--- config.mk ---
export PLATFORM = sky130hd
export DESIGN_NAME = inst_encoder_loader
export DESIGN_NICKNAME = d
export VERILOG_FILES = /design/src/rtl/inst_encoder_loader.sv
export SDC_FILE = /design/constraint.sdc
export NUM_CORES = 1
export LEC_CHECK = 0
export ABC_CLOCK_PERIOD_IN_PS = 3100
export BUFFER_PORTS_ARGS = -buffer_cell sky130_fd_sc_hd__buf_2
export CAP_MARGIN = 40
export CORE_ASPECT_RATIO = 1.1
export CORE_MARGIN = 1.5
export CORE_UTILIZATION = 54
export CTS_CLUSTER_SIZE = 12
export DETAILED_ROUTE_END_ITERATION = 10
export GPL_TIMING_DRIVEN = 0
export PLACE_DENSITY = 0.82
export SLEW_MARGIN = 20
export SYNTH_ARGS = -nofsm -noshare
export SYNTH_HDL_FRONTEND = slang
export SYNTH_SLANG_ARGS = --single-unit
--- constraint.sdc ---
create_clock -name clk -period 3.1 [get_ports clk]
set_clock_uncertainty 0.15 [all_clocks]
set_input_delay 0.62 -clock clk [delete_from_list [all_inputs] [get_ports clk]]
set_output_delay 0.62 -clock clk [all_outputs]
set_load 0.01 [all_outputs]
--- src/rtl/inst_encoder_loader.sv ---
// RV32I instruction encoder/loader: takes decoded fields, range-checks the immediate,
// packs it into R/I/S/B/J format and writes it to sequential instruction-memory words.
module inst_encoder_loader #(
    parameter int unsigned ADDR_WIDTH = 10,
    parameter int unsigned BASE_ADDR  = 0
) (
    input  logic                  clk,
    input  logic                  reset,
    input  logic                  restart,
    input  logic                  in_valid,
    output logic                  in_ready,
    input  logic [6:0]            in_opcode,
    input  logic [4:0]            in_rd,
    input  logic [4:0]            in_rs1,
    input  logic [4:0]            in_rs2,
    input  logic [2:0]            in_funct3,
    input  logic [6:0]            in_funct7,
    input  logic [31:0]           in_imm,
    output logic                  mem_wr_en,
    output logic [ADDR_WIDTH-1:0] mem_wr_addr,
    output logic [31:0]           mem_wr_data,
    input  logic                  mem_wr_ack,
    output logic                  err,
    output logic [1:0]            err_code,
    output logic [ADDR_WIDTH:0]   inst_count,
    output logic                  full
);

    localparam logic [6:0] OpArith    = 7'b0110011;
    localparam logic [6:0] OpArithImm = 7'b0010011;
    localparam logic [6:0] OpLoad     = 7'b0000011;
    localparam logic [6:0] OpJalr     = 7'b1100111;
    localparam logic [6:0] OpStore    = 7'b0100011;
    localparam logic [6:0] OpBranch   = 7'b1100011;
    localparam logic [6:0] OpJal      = 7'b1101111;
    localparam logic [6:0] OpEcall    = 7'b1110011;

    localparam logic [1:0] ErrNone   = 2'd0;
    localparam logic [1:0] ErrOpcode = 2'd1;
    localparam logic [1:0] ErrRange  = 2'd2;
    localparam logic [1:0] ErrOdd    = 2'd3;

    localparam logic [ADDR_WIDTH-1:0] AddrMax  = '1;
    localparam logic [ADDR_WIDTH-1:0] BaseAddr = ADDR_WIDTH'(BASE_ADDR);
    localparam logic [ADDR_WIDTH-1:0] AddrOne  = ADDR_WIDTH'(1);
    localparam logic [ADDR_WIDTH:0]   CountOne = (ADDR_WIDTH + 1)'(1);

    typedef enum logic [1:0] {StIdle, StEnc, StWr} state_e;

    state_e                state_q, state_d;
    logic [6:0]            op_q, op_d;
    logic [4:0]            rd_q, rd_d;
    logic [4:0]            rs1_q, rs1_d;
    logic [4:0]            rs2_q, rs2_d;
    logic [2:0]            f3_q, f3_d;
    logic [6:0]            f7_q, f7_d;
    logic [31:0]           imm_q, imm_d;
    logic [31:0]           data_q, data_d;
    logic [ADDR_WIDTH-1:0] addr_q, addr_d;
    logic [ADDR_WIDTH:0]   count_q, count_d;
    logic                  full_q, full_d;
    logic                  err_q, err_d;
    logic [1:0]            err_code_q, err_code_d;

    logic signed [31:0] imm_s;
    logic               imm12_bad, shamt_bad, b_bad, j_bad, is_shift;
    logic [31:0]        enc_word;
    logic [1:0]         enc_err;

    // Range checks are signed compares on the full 32-bit immediate
    always_comb begin
        imm_s     = imm_q;
        imm12_bad = (imm_s < -32'sd2048) || (imm_s > 32'sd2047);
        shamt_bad = (imm_s < 32'sd0) || (imm_s > 32'sd31);
        b_bad     = (imm_s < -32'sd4096) || (imm_s > 32'sd4094);
        j_bad     = (imm_s < -32'sd1048576) || (imm_s > 32'sd1048574);
        is_shift  = (f3_q == 3'b001) || (f3_q == 3'b101);
    end

    always_comb begin
        enc_word = '0;
        enc_err  = ErrNone;
        case (op_q)
            OpArith: enc_word = {f7_q, rs2_q, rs1_q, f3_q, rd_q, op_q};
            OpArithImm: begin
                if (is_shift) begin
                    enc_word = {f7_q, imm_q[4:0], rs1_q, f3_q, rd_q, op_q};
                    if (shamt_bad) enc_err = ErrRange;
                end else begin
                    enc_word = {imm_q[11:0], rs1_q, f3_q, rd_q, op_q};
                    if (imm12_bad) enc_err = ErrRange;
                end
            end
            OpLoad, OpJalr: begin
                enc_word = {imm_q[11:0], rs1_q, f3_q, rd_q, op_q};
                if (imm12_bad) enc_err = ErrRange;
            end
            OpStore: begin
                enc_word = {imm_q[11:5], rs2_q, rs1_q, f3_q, imm_q[4:0], op_q};
                if (imm12_bad) enc_err = ErrRange;
            end
            OpBranch: begin
                enc_word = {imm_q[12], imm_q[10:5], rs2_q, rs1_q, f3_q, imm_q[4:1], imm_q[11],
                            op_q};
                if (imm_q[0])   enc_err = ErrOdd;
                else if (b_bad) enc_err = ErrRange;
            end
            OpJal: begin
                enc_word = {imm_q[20], imm_q[10:1], imm_q[11], imm_q[19:12], rd_q, op_q};
                if (imm_q[0])   enc_err = ErrOdd;
                else if (j_bad) enc_err = ErrRange;
            end
            OpEcall: enc_word = 32'h0000_0073;
            default: enc_err = ErrOpcode;
        endcase
    end

    always_comb begin
        state_d    = state_q;
        op_d       = op_q;
        rd_d       = rd_q;
        rs1_d      = rs1_q;
        rs2_d      = rs2_q;
        f3_d       = f3_q;
        f7_d       = f7_q;
        imm_d      = imm_q;
        data_d     = data_q;
        addr_d     = addr_q;
        count_d    = count_q;
        full_d     = full_q;
        err_d      = 1'b0;
        err_code_d = err_code_q;

        if (restart) begin
            // Drops any in-flight instruction; err_code deliberately survives
            state_d = StIdle;
            addr_d  = BaseAddr;
            count_d = '0;
            full_d  = 1'b0;
        end else begin
            case (state_q)
                StIdle: begin
                    if (in_valid && !full_q) begin
                        op_d    = in_opcode;
                        rd_d    = in_rd;
                        rs1_d   = in_rs1;
                        rs2_d   = in_rs2;
                        f3_d    = in_funct3;
                        f7_d    = in_funct7;
                        imm_d   = in_imm;
                        state_d = StEnc;
                    end
                end
                StEnc: begin
                    if (enc_err != ErrNone) begin
                        err_d      = 1'b1;
                        err_code_d = enc_err;
                        state_d    = StIdle;
                    end else begin
                        data_d  = enc_word;
                        state_d = StWr;
                    end
                end
                StWr: begin
                    if (mem_wr_ack) begin
                        count_d = count_q + CountOne;
                        if (addr_q == AddrMax) full_d = 1'b1;
                        else                   addr_d = addr_q + AddrOne;
                        state_d = StIdle;
                    end
                end
                default: state_d = StIdle;
            endcase
        end
    end

    always_ff @(posedge clk) begin
        if (reset) begin
            state_q    <= StIdle;
            op_q       <= '0;
            rd_q       <= '0;
            rs1_q      <= '0;
            rs2_q      <= '0;
            f3_q       <= '0;
            f7_q       <= '0;
            imm_q      <= '0;
            data_q     <= '0;
            addr_q     <= BaseAddr;
            count_q    <= '0;
            full_q     <= 1'b0;
            err_q      <= 1'b0;
            err_code_q <= ErrNone;
        end else begin
            state_q    <= state_d;
            op_q       <= op_d;
            rd_q       <= rd_d;
            rs1_q      <= rs1_d;
            rs2_q      <= rs2_d;
            f3_q       <= f3_d;
            f7_q       <= f7_d;
            imm_q      <= imm_d;
            data_q     <= data_d;
            addr_q     <= addr_d;
            count_q    <= count_d;
            full_q     <= full_d;
            err_q      <= err_d;
            err_code_q <= err_code_d;
        end
    end

    assign in_ready    = (state_q == StIdle) && !full_q;
    assign mem_wr_en   = (state_q == StWr);
    assign mem_wr_addr = addr_q;
    assign mem_wr_data = data_q;
    assign err         = err_q;
    assign err_code    = err_code_q;
    assign inst_count  = count_q;
    assign full        = full_q;

endmodule

Yosys cells after proc, flatten, opt, wreduce, memory -nomap -nowiden
Cells that the tools add are included.
- bits in latches: 0
- RAM bits: 0
- memories: 0
- bits in registers: 123
- input bits: 69
- memory bits (read-only): 0
- eq/ne operators: 15
- divide/modulo/power cells: 0
- add/sub/neg operators: 2
- bitwise gates (word level): 4
- order comparisons: 8
- reductions and logical operators: 22
- shift operators: 0
- $mul: 0
- muxes and demuxes: 15
- operator list (operator ; number):
    $pmux 32 s7 ; 1
    $gt 32x12->1 const B ; 1
    $gt 32x13->1 const B ; 1
    $gt 32x21->1 const B ; 1
    $gt 32x6->1 const B ; 1
    $lt 32x1->1 const B ; 1
    $lt 32x12->1 const B ; 1
    $lt 32x13->1 const B ; 1
    $lt 32x21->1 const B ; 1
    $mux 32 ; 1
    $eq 7x7->1 const B ; 4
    $mux 2 ; 10
    $reduce_and 3->1 ; 5
    $eq 7x6->1 const B ; 2
    $add 11x1->11 const B ; 1
    $add 10x1->10 const B ; 1
    $eq 10x10->1 const B ; 1
    $pmux 2 s5 ; 1
    $eq 7x2->1 const B ; 1
    $eq 7x5->1 const B ; 1
    $pmux 2 s3 ; 1
    $reduce_or 2->1 ; 3
    $reduce_or 3->1 ; 2
    $logic_or 1x1->1 ; 5
    13 further kinds ; 18

Longest topological paths before layout
Gate-level depths: netlist (run 1).
- depth in word-level cells: 8
- mapped depth: 8
- gate-level depth less buffers: 7

Worst setup path after synthesis (run 1)
No wires, ideal clock.
- path type: reg-to-reg
- start: reg imm_q[13]
- end: reg data_q[15], in the netlist mem_wr_data[15]
- cell stages (with the launch flop): 8
- arrival time: 2.151 ns
- slack: 0.676 ns
- required time: 2.827 ns
- period minus slack after synthesis: 2.424 ns
- setup time: 0.123 ns
- cells stage by stage: dfxtp_1 or4_1 nor4_2 a22oi_1 nor4_4 nand4b_4 buf_6 mux2_1
- cells in the longest elaborated chain, start to end: 8
- elaborated cells between the ends (all ways): 23
- RTL lines (item ; line ; source):
    start, declared ; 57 ; logic [31:0] imm_q, imm_d;
    start signal, assigned ; 201 ; imm_q <= imm_d;
    $lt 32x21->1, or another cell as far along ; 76 ; j_bad = (imm_s < -32'sd1048576) || (imm_s > 32'sd1048574);
    $logic_or 1x1->1, on equally long branches ; -- ;
    $mux 2, on equally long branches ; -- ;
    $mux 2, on equally long branches ; 110, 105, 86 ;
    $pmux 2 s5 * ; 83 ; case (op_q)
    $reduce_bool 2->1 * ; 155 ; if (enc_err != ErrNone) begin
    $not 1->1 (no line) * ; -- ;
    $reduce_and 3->1 (no line) * ; -- ;
    end signal, assigned ; 202 ; data_q <= data_d;
    end, declared ; 58 ; logic [31:0] data_q, data_d;
Every way passes the cells marked *; elsewhere a longest branch is shown, timed or not.
A chain may end at the register's enable or synchronous reset.

Worst setup path in the final report (run 1)
- start: reg op_q[4]
- end: reg data_q[20], in the netlist mem_wr_data[20]
- cells in the longest elaborated chain, start to end: 6
- elaborated cells between the ends (all ways): 16
- RTL lines (item ; line ; source):
    start, declared ; 51 ; logic [6:0] op_q, op_d;
    start signal, assigned ; 195 ; op_q <= op_d;
    $eq 7x6->1, or another cell as far along ; 83 ;
    $reduce_or 3->1 (no line) or $reduce_or 2->1 (tied branches) ; -- ;
    $pmux 2 s5 ; 83 ;
    $reduce_bool 2->1 ; 155 ;
    $not 1->1 (no line) ; -- ;
    $reduce_and 3->1 (no line) ; -- ;
Several ways; a longest one is shown, not always the timed one.

==> flow_summary.toml, run 1 <==
[synth]
synth_common_cells = "nand2_1, dfxtp_1, a21oi_1"
yosysSeqAreaShare_pct = 45.2
ys_ff_latch = 123
synthesis.nets = 719
avgSynthCellArea_sq_um = 8.41
syn_area_sq_um = 5450
synth_area_leaders = "dfxtp_1, nand2_1, a21oi_1, mux2_4, a22oi_1"
yosysTopAreaCellShare_pct = 45.2
synth_ff_type = "dfxtp_1"
synth_most_common_cell = "nand2_1"
yosysTopAreaCell = "dfxtp_1"
synth_edf_count = 0
synthCells = 648
yosysWarnings = 0
synthDistinctLibCells = 53
synthArstFlopShare_pct = 0

[drt]
via_count = 5129
wl_per_cell_um = 15.7
first_pass_iters = 8
finalWirelength_um = 14500
drc = 9
viasPerCell = 5.53
drt-initial-drc-count = 316
antenna_left = 0

[clock_tree]
cts_tree = "yes"
cts-hold-fix-buffers = 0
htree_levels = 4
cts_root_buf = "clkbuf_8"
clock-sinks = 123
cts_made_buffers = 17
post_cts_resize_count = 0
path_clk_slew_ns = 0.06
clockBufferDepth = 2
cts_post_setup_buffers_inserted = 0
clock_latency_ns = 0.52

[place]
placed_cell_area_sq_um = 6230
dp_hpwl_um = 10700
port_buffers = 126
gp_congestion = 0.919

[die]
ioPinCount = 128
start_util_pct = 55.4
rows = 38
die_h_um = 108
core_area_sq_um = 9840
dieArea_sq_um = 10700
die_w_um = 98.8

[power_and_ir_drop]
p_leak_nw = 2.90
seqPwrFrac_pct = 41.8
p_clk_share_pct = 52.6
p_sw_uw = 872
power_density_nw_per_um2 = 577
swShare_pct = 22.0
vdd_drop_max_mv = 0.341
internal_power_mw = 3.10
pwr-share-comb_pct = 5.6

[final_layout]
drive_above_1_share_pct = 24.0
num_antenna_cells = 0
syn2layout_area_growth_pct = 26.1
nNetsFinal = 865
finalInstanceArea_sq_um = 6870

[timing]
setup_viol = 0
worst_pin_slew_ns = 0.848
tns_ns = 0
period_needed_ns = 2.80
max_clock_freq_mhz = 357
rsz0062_at_grt = "no"
fin_crit_sh_pct = 90.4
slew_headroom_pct = 43.3
drv_slew = 0
report.final.hold_viol_count = 0

[run_status]
violations = "design-rule violations"
status = "finished, violations left"

[critical_path]
cp_max_fo = 10
end_kind = "register"
required_ns = 3.41
cp.arrival_ns = 3.12
worstPathCellList = "buf_2, and4b_1, nand3_1, nor2_1, a22oi_1, a21oi_1, mux2_4"
crit_type = "register to register"
slowest_stage = "nor2_1"
worst_path_dominant_cell_family = "simple AND/OR/NAND/NOR gates"
worst_setup_path_start_kind = "register"
slowest_delay_ns = 0.76
crit_buf_inv = 1

[global_route]
grt_antenna_before_repair = 0
grt_pass1_wl_um = 23400
grt_usage_pct = 27.6
overflow = 0
grt_pass1_vias = 4973
grt_max_degree = 17

[min_path]
hold_path_class = "input pin to register"

[flow_run]
max-cap-violations = 0
[flip-flops by register name, indices dropped and copies added (netlist names)]
signal and flops:
imm_q 32, mem_wr_data 32, inst_count 11, mem_wr_addr 10, f7_q 7, op_q 7
rd_q 5, rs1_q 5, rs2_q 5, f3_q 3, err_code 2, state_q 2
err 1, full 1
[layout make-up]
type | instances | area [sq um]
Multi-Input combinational cell | 477 | 2780
Tap cell | 120 | 150
Timing Repair Buffer | 127 | 638
Sequential cell | 123 | 2460
Inverter | 10 | 37.5
Buffer | 38 | 168
Fill cell | 770 | 2970
Clock buffer | 22 | 473
Clock inverter | 10 | 163
[worst min-delay path, delay by kind of cell]
kind                   cells  cell delay (ns)
and+or+nand+nor            1             0.04
buffers and inverters      1             0.09
AOI/OAI and AO/OA          1             0.05
[power groups by stage]
stage / registers, mW / clock network, mW / logic [mW]
floorplan: 1.68 / 0 / 0.129
global placement: 1.69 / 0 / 0.210
detailed placement: 1.69 / 0 / 0.216
CTS: 1.66 / 2.10 / 0.219
global route: 1.66 / 2.17 / 0.247
finish: 1.66 / 2.09 / 0.222
[path summary, 6_finish.rpt]
check,startpoint,cells past startpoint,to,slack [ns]
setup / recovery,op_q[4]$_SDFFE_PP0P_,7,mem_wr_data[20]$_SDFFE_PP0P_,0.30
hold reg to reg,mem_wr_data[1]$_SDFFE_PP0P_,2,mem_wr_data[1]$_SDFFE_PP0P_,0.30
setup reg to reg,op_q[4]$_SDFFE_PP0P_,7,mem_wr_data[20]$_SDFFE_PP0P_,0.30
hold / removal,in_imm[24],3,imm_q[24]$_SDFFE_PP0P_,0.19
[layer usage]
| metal | GRT usage, % | vias up | wire (um) |
|---|---|---|---|
| met1 | 33.2 | 2416 | 6170 |
| met2 | 49.0 | 175 | 7410 |
| li1 | - | 2517 | - |
| met5 | 0 | - | 0 |
| met3 | 5.11 | 21 | 712 |
| met4 | 10.4 | 0 | 236 |
[placed cells by master, fill, tap and decap left out, drive strengths merged, types with 2 or more instances in the layout]
master,count
a2111oi,2
a211oi,2
a21o,2
a21oi,80
a22oi,27
a31oi,3
and3,7
and3b,2
buf,133
bufinv,4
clkbuf,54
clkinvlp,5
dfxtp,123
ha,2
inv,10
mux2,27
mux2i,4
nand2,154
nand2b,4
nand3,7
nand3b,2
nand4,11
nor2,49
nor2b,28
nor3,5
nor4,7
o211ai,4
o21ai,10
o31ai,2
or2,2
or3,6
or4,2
xnor2,2
xor2,11
[metrics by stage]
step	hold WS (ns)	power, mW	setup slack [ns]	util, %	instances
after global placement	0.284	1.90	0.318	63.3	894
final	0.185	3.97	0.297	69.8	927
after CTS	0.171	3.98	0.326	69.8	926
after floorplan	0.286	1.81	0.676	-	648
after global routing	0.186	4.08	0.164	69.8	927
after detailed placement	0.292	1.91	0.352	63.3	894
[cell families (layout without fill, tap and decap cells)]
logic type      Yosys count  in the layout  synth area share (%)
simple gates            294            294                  25.5
compound gates          137            137                  15.2
flops                   123            123                  45.2
buf+inv                  48            207                  3.76
mux                      31             31                  7.83
xor+xnor                 13             13                  2.09
fa+ha+maj                 2              2                 0.459
(Power assumes the default switching activity.)
==> run 2: changes to the inputs <==
--- a/config.mk
+++ b/config.mk
@@ -10,11 +10,12 @@
 export CAP_MARGIN = 40
 export CORE_ASPECT_RATIO = 1.1
 export CORE_MARGIN = 1.5
-export CORE_UTILIZATION = 54
+export CORE_UTILIZATION = 55
+export CTS_BUF_LIST = sky130_fd_sc_hd__clkbuf_8
 export CTS_CLUSTER_SIZE = 12
 export DETAILED_ROUTE_END_ITERATION = 10
 export GPL_TIMING_DRIVEN = 0
-export PLACE_DENSITY = 0.82
+export PLACE_DENSITY = 0.83
 export SLEW_MARGIN = 20
 export SYNTH_ARGS = -nofsm -noshare
 export SYNTH_HDL_FRONTEND = slang
==> run 2 against run 1 <==
Effect of this change: the flow now finishes without violations; fmax down 0.64%; total power down 14%; first-iteration DRC count up 4.4%; count of clock-buffer cells in the layout down 3; sequential share of layout area up 1.0 points; hold slack better by 0.072 ns; non-clock buffer count up 1; final cell count down 0.22%; cell area down 2.8%; setup slack worse by 0.018 ns; largest power group is now sequential cells.
==> flow_summary.toml, run 2 (synthesis gave the netlist of run 1 again) <==
[critical_path]
worst_setup_path_start_kind = "register"
r2r-start = "op_q[5]$_SDFFE_PP0P_"
crit_type = "register to register"
end_kind = "register"
reg2reg_depth = 8
slowest_delay_ns = 0.49
cp_max_fo = 10
rr_endpoint = "mem_wr_data[25]$_SDFFE_PP0P_"
slowest_stage = "a2111oi_2"
rrSetupSlack_ns = 0.28
crit_start = "op_q[5]$_SDFFE_PP0P_"
cp.arrival_ns = 3.00
required_ns = 3.28
worstPathCellList = "buf_2, and4b_1, nand3_1, a2111oi_2, nor4_4, nand4b_4, buf_6, mux2_1"

[global_route]
grt_usage_pct = 27.9
grt_pass1_wl_um = 23300
grt_max_degree = 17
grt_antenna_before_repair = 0
grt_pass1_vias = 4917
overflow = 0

[final_layout]
num_antenna_cells = 0
fin_util_pct = 70.4
nNetsFinal = 866
num-fill-cells = 749
final_cell_mix = "nand2_1, buf_2, dfxtp_1, a21oi_1, nor2_1"
syn2layout_area_growth_pct = 22.6
drive_above_1_share_pct = 23.9
final_common_cell = "nand2_1"

[min_path]
hold-path-cell-count = 3
hold_path_class = "input pin to register"
hold_path_startpoint = "in_imm[19]"
hold_path_end = "imm_q[19]$_SDFFE_PP0P_"

[die]
die_w_um = 97.9
core_area_sq_um = 9490
ioPinCount = 128
rows = 37
die_h_um = 107
start_util_pct = 57.4
dieArea_sq_um = 10500

[drt]
wl_per_cell_um = 15.5
finalWirelength_um = 14300
drc = 0
first_pass_iters = 5
drt-initial-drc-count = 330
via_count = 5203
antenna_left = 0
viasPerCell = 5.62

[timing]
fin_crit_sh_pct = 91.0
period_needed_ns = 2.82
max_clock_freq_mhz = 355
tns_ns = 0
setup_viol = 0
whs_ns = 0.257
drv_slew = 0
slew_headroom_pct = 49.5
rsz0062_at_grt = "no"
worst_pin_slew_ns = 0.756
report.final.hold_viol_count = 0

[clock_tree]
cts-hold-fix-buffers = 0
cts_tree = "yes"
cts_post_setup_buffers_inserted = 0
clockBufferDepth = 2
cts_root_buf = "clkbuf_8"
clock-sinks = 123
post_cts_resize_count = 0
clock_latency_ns = 0.44
cts_made_buffers = 17
htree_levels = 4
path_clk_slew_ns = 0.08

[power_and_ir_drop]
p_leak_nw = 2.84
power_density_nw_per_um2 = 514
vdd_drop_max_mv = 0.374

[place]
dp_hpwl_um = 10700
port_buffers = 126
gp_congestion = 0.878

[flow_run]
max-cap-violations = 0

[run_status]
status = "finished, final reports clean"
-- run 2: cell types whose count changed in the layout (fill, tap and decap cells not counted), sizes merged --
cell	before	now
clkinv	1	3
buf	133	134
clkinvlp	5	3
inv	10	13
clkbuf	54	51
-- run 2: worst max-delay path by stage --
stage	to	slack (ns)	cells after the start
2_1_floorplan	mem_wr_data[15]$_SDFFE_PP0P_	0.68	7
3_3_place_gp	mem_wr_data[25]$_SDFFE_PP0P_	0.37	8
3_5_place_dp	mem_wr_data[15]$_SDFFE_PP0P_	0.34	8
4_1_cts	mem_wr_data[15]$_SDFFE_PP0P_	0.31	7
5_1_grt	mem_wr_data[25]$_SDFFE_PP0P_	0.17	8
6_report	mem_wr_data[25]$_SDFFE_PP0P_	0.28	8
-- run 2: layer usage --
| metal | track usage, % | vias to the layer above | wire length [um] |
|---|---|---|---|
| met3 | 7.34 | 41 | 969 |
| met1 | 33.4 | 2421 | 5930 |
| met2 | 47.3 | 219 | 7110 |
| met5 | 0 | - | 0 |
| li1 | - | 2522 | - |
| met4 | 12.0 | 0 | 336 |
-- run 2: worst max-delay path, delay by kind of cell, from the launching register on --
kind | cells | cell delay [ns]
AOI/OAI and AO/OA | 1 | 0.49
buffers and inverters | 2 | 0.42
DFF | 1 | 0.32
muxes | 1 | 0.33
and+or+nand+nor | 4 | 1.01
-- run 2: metrics by stage --
stage,power [mW],instance area (sq um),instances,worst slack [ns]
finish,3.43,6680,925,0.279
global route,3.54,6680,925,0.171
CTS,3.43,6670,923,0.312
detailed placement,1.91,6230,891,0.343
global placement,1.90,6230,891,0.367
floorplan,1.81,5450,648,0.676
-- run 2: report_power, final --
group,internal [mW],switching (mW),leakage (nW),total (mW)
clock network,0.910,0.642,0.222,1.55
logic,0.0837,0.137,1.62,0.221
registers,1.62,0.0367,0.998,1.66
total,2.61,0.816,2.84,3.43
-- run 2: final cells by class --
| cell class | count | area [sq um] | area share [%] |
|---|---|---|---|
| clock inverters | 13 | 176 | 2.64 |
| repair buffers | 128 | 646 | 9.66 |
| flip-flops and latches | 123 | 2460 | 36.9 |
| well taps | 117 | 146 | 2.19 |
| inverters | 10 | 37.5 | 0.562 |
| plain buffers | 38 | 168 | 2.51 |
| multi-input cells | 477 | 2780 | 41.7 |
| clock buffers | 19 | 262 | 3.91 |
==> run 3: changes to the inputs <==
--- a/config.mk
+++ b/config.mk
@@ -6,7 +6,6 @@
 export NUM_CORES = 1
 export LEC_CHECK = 0
 export ABC_CLOCK_PERIOD_IN_PS = 3100
-export BUFFER_PORTS_ARGS = -buffer_cell sky130_fd_sc_hd__buf_2
 export CAP_MARGIN = 40
 export CORE_ASPECT_RATIO = 1.1
 export CORE_MARGIN = 1.5
@@ -14,8 +13,9 @@
 export CTS_BUF_LIST = sky130_fd_sc_hd__clkbuf_8
 export CTS_CLUSTER_SIZE = 12
 export DETAILED_ROUTE_END_ITERATION = 10
+export DONT_BUFFER_PORTS = 1
 export GPL_TIMING_DRIVEN = 0
-export PLACE_DENSITY = 0.83
+export PLACE_DENSITY = 0.72
 export SLEW_MARGIN = 20
 export SYNTH_ARGS = -nofsm -noshare
 export SYNTH_HDL_FRONTEND = slang
==> run 3 against run 2 <==
Effect of this change: critical path depth unchanged; clock power down 6%; total power down 4.0%; register-to-register slack about the same; final cell count down 14%; count of clock-buffer cells in the layout up 2; hold slack worse by 0.092 ns; flip-flop and latch count unchanged.
==> flow_summary.toml, run 3 (synthesis gave the netlist of run 1 again) <==
[run_status]
status = "finished, final reports clean"

[drt]
viasPerCell = 5.70
finalWirelength_um = 13600
wl_per_cell_um = 17.1
first_pass_iters = 4
drt-initial-drc-count = 181
antenna_left = 0
via_count = 4547
drc = 0

[critical_path]
reg2reg_depth = 8
cp_max_fo = 10
crit_buf_inv = 2
worstPathCellList = "buf_2, and4b_1, nand3_1, a2111oi_2, nor4_4, nand4b_4, buf_6, mux2_1"
slowest_stage = "a2111oi_2"
required_ns = 3.26
r2r-start = "op_q[4]$_SDFFE_PP0P_"
rr_endpoint = "mem_wr_data[25]$_SDFFE_PP0P_"
worst_path_dominant_cell_family = "simple AND/OR/NAND/NOR gates"
worst_setup_path_start_kind = "register"
crit_type = "register to register"
slowest_delay_ns = 0.49
cp.arrival_ns = 2.97
rrSetupSlack_ns = 0.29
end_kind = "register"

[clock_tree]
cts_root_buf = "clkbuf_8"
path_clk_slew_ns = 0.07
cts_post_setup_buffers_inserted = 0
post_cts_resize_count = 0
clock-sinks = 123
clock_latency_ns = 0.43
clockBufferDepth = 2
cts-hold-fix-buffers = 0
cts_tree = "yes"
cts_made_buffers = 17
htree_levels = 4

[final_layout]
syn2layout_area_growth_pct = 10.6
nNetsFinal = 740
regArea_sq_um = 2460
drive_above_1_share_pct = 9.54
multi_input_area_sq_um = 2780
num-fill-cells = 866
num_antenna_cells = 0
final_common_cell = "nand2_1"
final_cell_mix = "nand2_1, dfxtp_1, a21oi_1, nor2_1, clkbuf_1"

[global_route]
grt_max_degree = 17
overflow = 0
grt_antenna_before_repair = 0
grt_usage_pct = 27.2
grt_pass1_wl_um = 22200
grt_pass1_vias = 4437

[min_path]
hold_path_class = "input pin to register"
hold_path_end = "imm_q[21]$_SDFFE_PP0P_"
hold-path-cell-count = 2
hold_path_startpoint = "in_imm[21]"

[die]
core_area_sq_um = 9490
rows = 37
ioPinCount = 128
die_h_um = 107
start_util_pct = 57.4
die_w_um = 97.9
dieArea_sq_um = 10500

[timing]
slew_headroom_pct = 48.9
setup_viol = 0
period_needed_ns = 2.81
rsz0062_at_grt = "no"
max_clock_freq_mhz = 356
report.final.hold_viol_count = 0
drv_slew = 0
worst_pin_slew_ns = 0.765
tns_ns = 0
fin_crit_sh_pct = 90.7

[power_and_ir_drop]
power_density_nw_per_um2 = 547
vdd_drop_max_mv = 0.292
p_leak_nw = 2.24
power.total_mw = 3.29

[flow_run]
max-cap-violations = 0

[place]
port_buffers = 0
gp_congestion = 0.892
dp_hpwl_um = 10400
run 3: routing by layer:
layer	routed length, um	track usage, %	vias up
met3	970	9.03	24
li1	-	-	2281
met2	6540	44.9	146
met1	5810	32.6	2096
met5	0	0	-
met4	298	10.8	0
run 3: worst max path at each step:
| stage | startpoint | end | slack (ns) | cells past startpoint |
|---|---|---|---|---|
| floorplan | imm_q[13]$_SDFFE_PP0P_ | mem_wr_data[15]$_SDFFE_PP0P_ | 0.68 | 7 |
| global placement | op_q[4]$_SDFFE_PP0P_ | mem_wr_data[25]$_SDFFE_PP0P_ | 0.31 | 8 |
| detailed placement | op_q[4]$_SDFFE_PP0P_ | mem_wr_data[25]$_SDFFE_PP0P_ | 0.34 | 8 |
| CTS | imm_q[13]$_SDFFE_PP0P_ | mem_wr_data[25]$_SDFFE_PP0P_ | 0.32 | 7 |
| global route | op_q[3]$_SDFFE_PP0P_ | mem_wr_data[25]$_SDFFE_PP0P_ | 0.17 | 7 |
| finish | op_q[4]$_SDFFE_PP0P_ | mem_wr_data[25]$_SDFFE_PP0P_ | 0.29 | 8 |
run 3: where the power goes:
| group | switching [mW] | internal [mW] | total, mW |
|---|---|---|---|
| combinational | 0.120 | 0.0533 | 0.173 |
| clock | 0.599 | 0.864 | 1.46 |
| sequential | 0.0372 | 1.62 | 1.66 |
| total | 0.756 | 2.54 | 3.29 |
run 3: layout make-up:
cell class              instances  share of cell area [%]
repair buffers                  2                   0.249
clock buffers                  21                    4.80
well taps                     117                    2.43
clock inverters                10                    2.08
inverters                      10                   0.623
plain buffers                  38                    2.78
flip-flops and latches        123                    40.9
multi-input cells             477                    46.2
run 3: metrics by stage:
stage          util, %  hold slack [ns]  std cells  setup WS, ns  instance area [sq um]
3_3_place_gp      59.0            0.294        765         0.307                   5600
2_1_floorplan        -            0.286        648         0.676                   5450
6_report          63.5            0.165        798         0.289                   6030
3_5_place_dp      59.1            0.301        766         0.342                   5600
4_1_cts           63.4            0.142        797         0.318                   6020
5_1_grt           63.5            0.140        798         0.168                   6030
run 3: worst register-to-register path: stages, from the launching register on:
cell and delay (ns):
dfxtp_1 0.30, buf_2 0.18, and4b_1 0.40, nand3_1 0.33
a2111oi_2 0.49, nor4_4 0.14, nand4b_4 0.17, buf_6 0.20
mux2_1 0.33
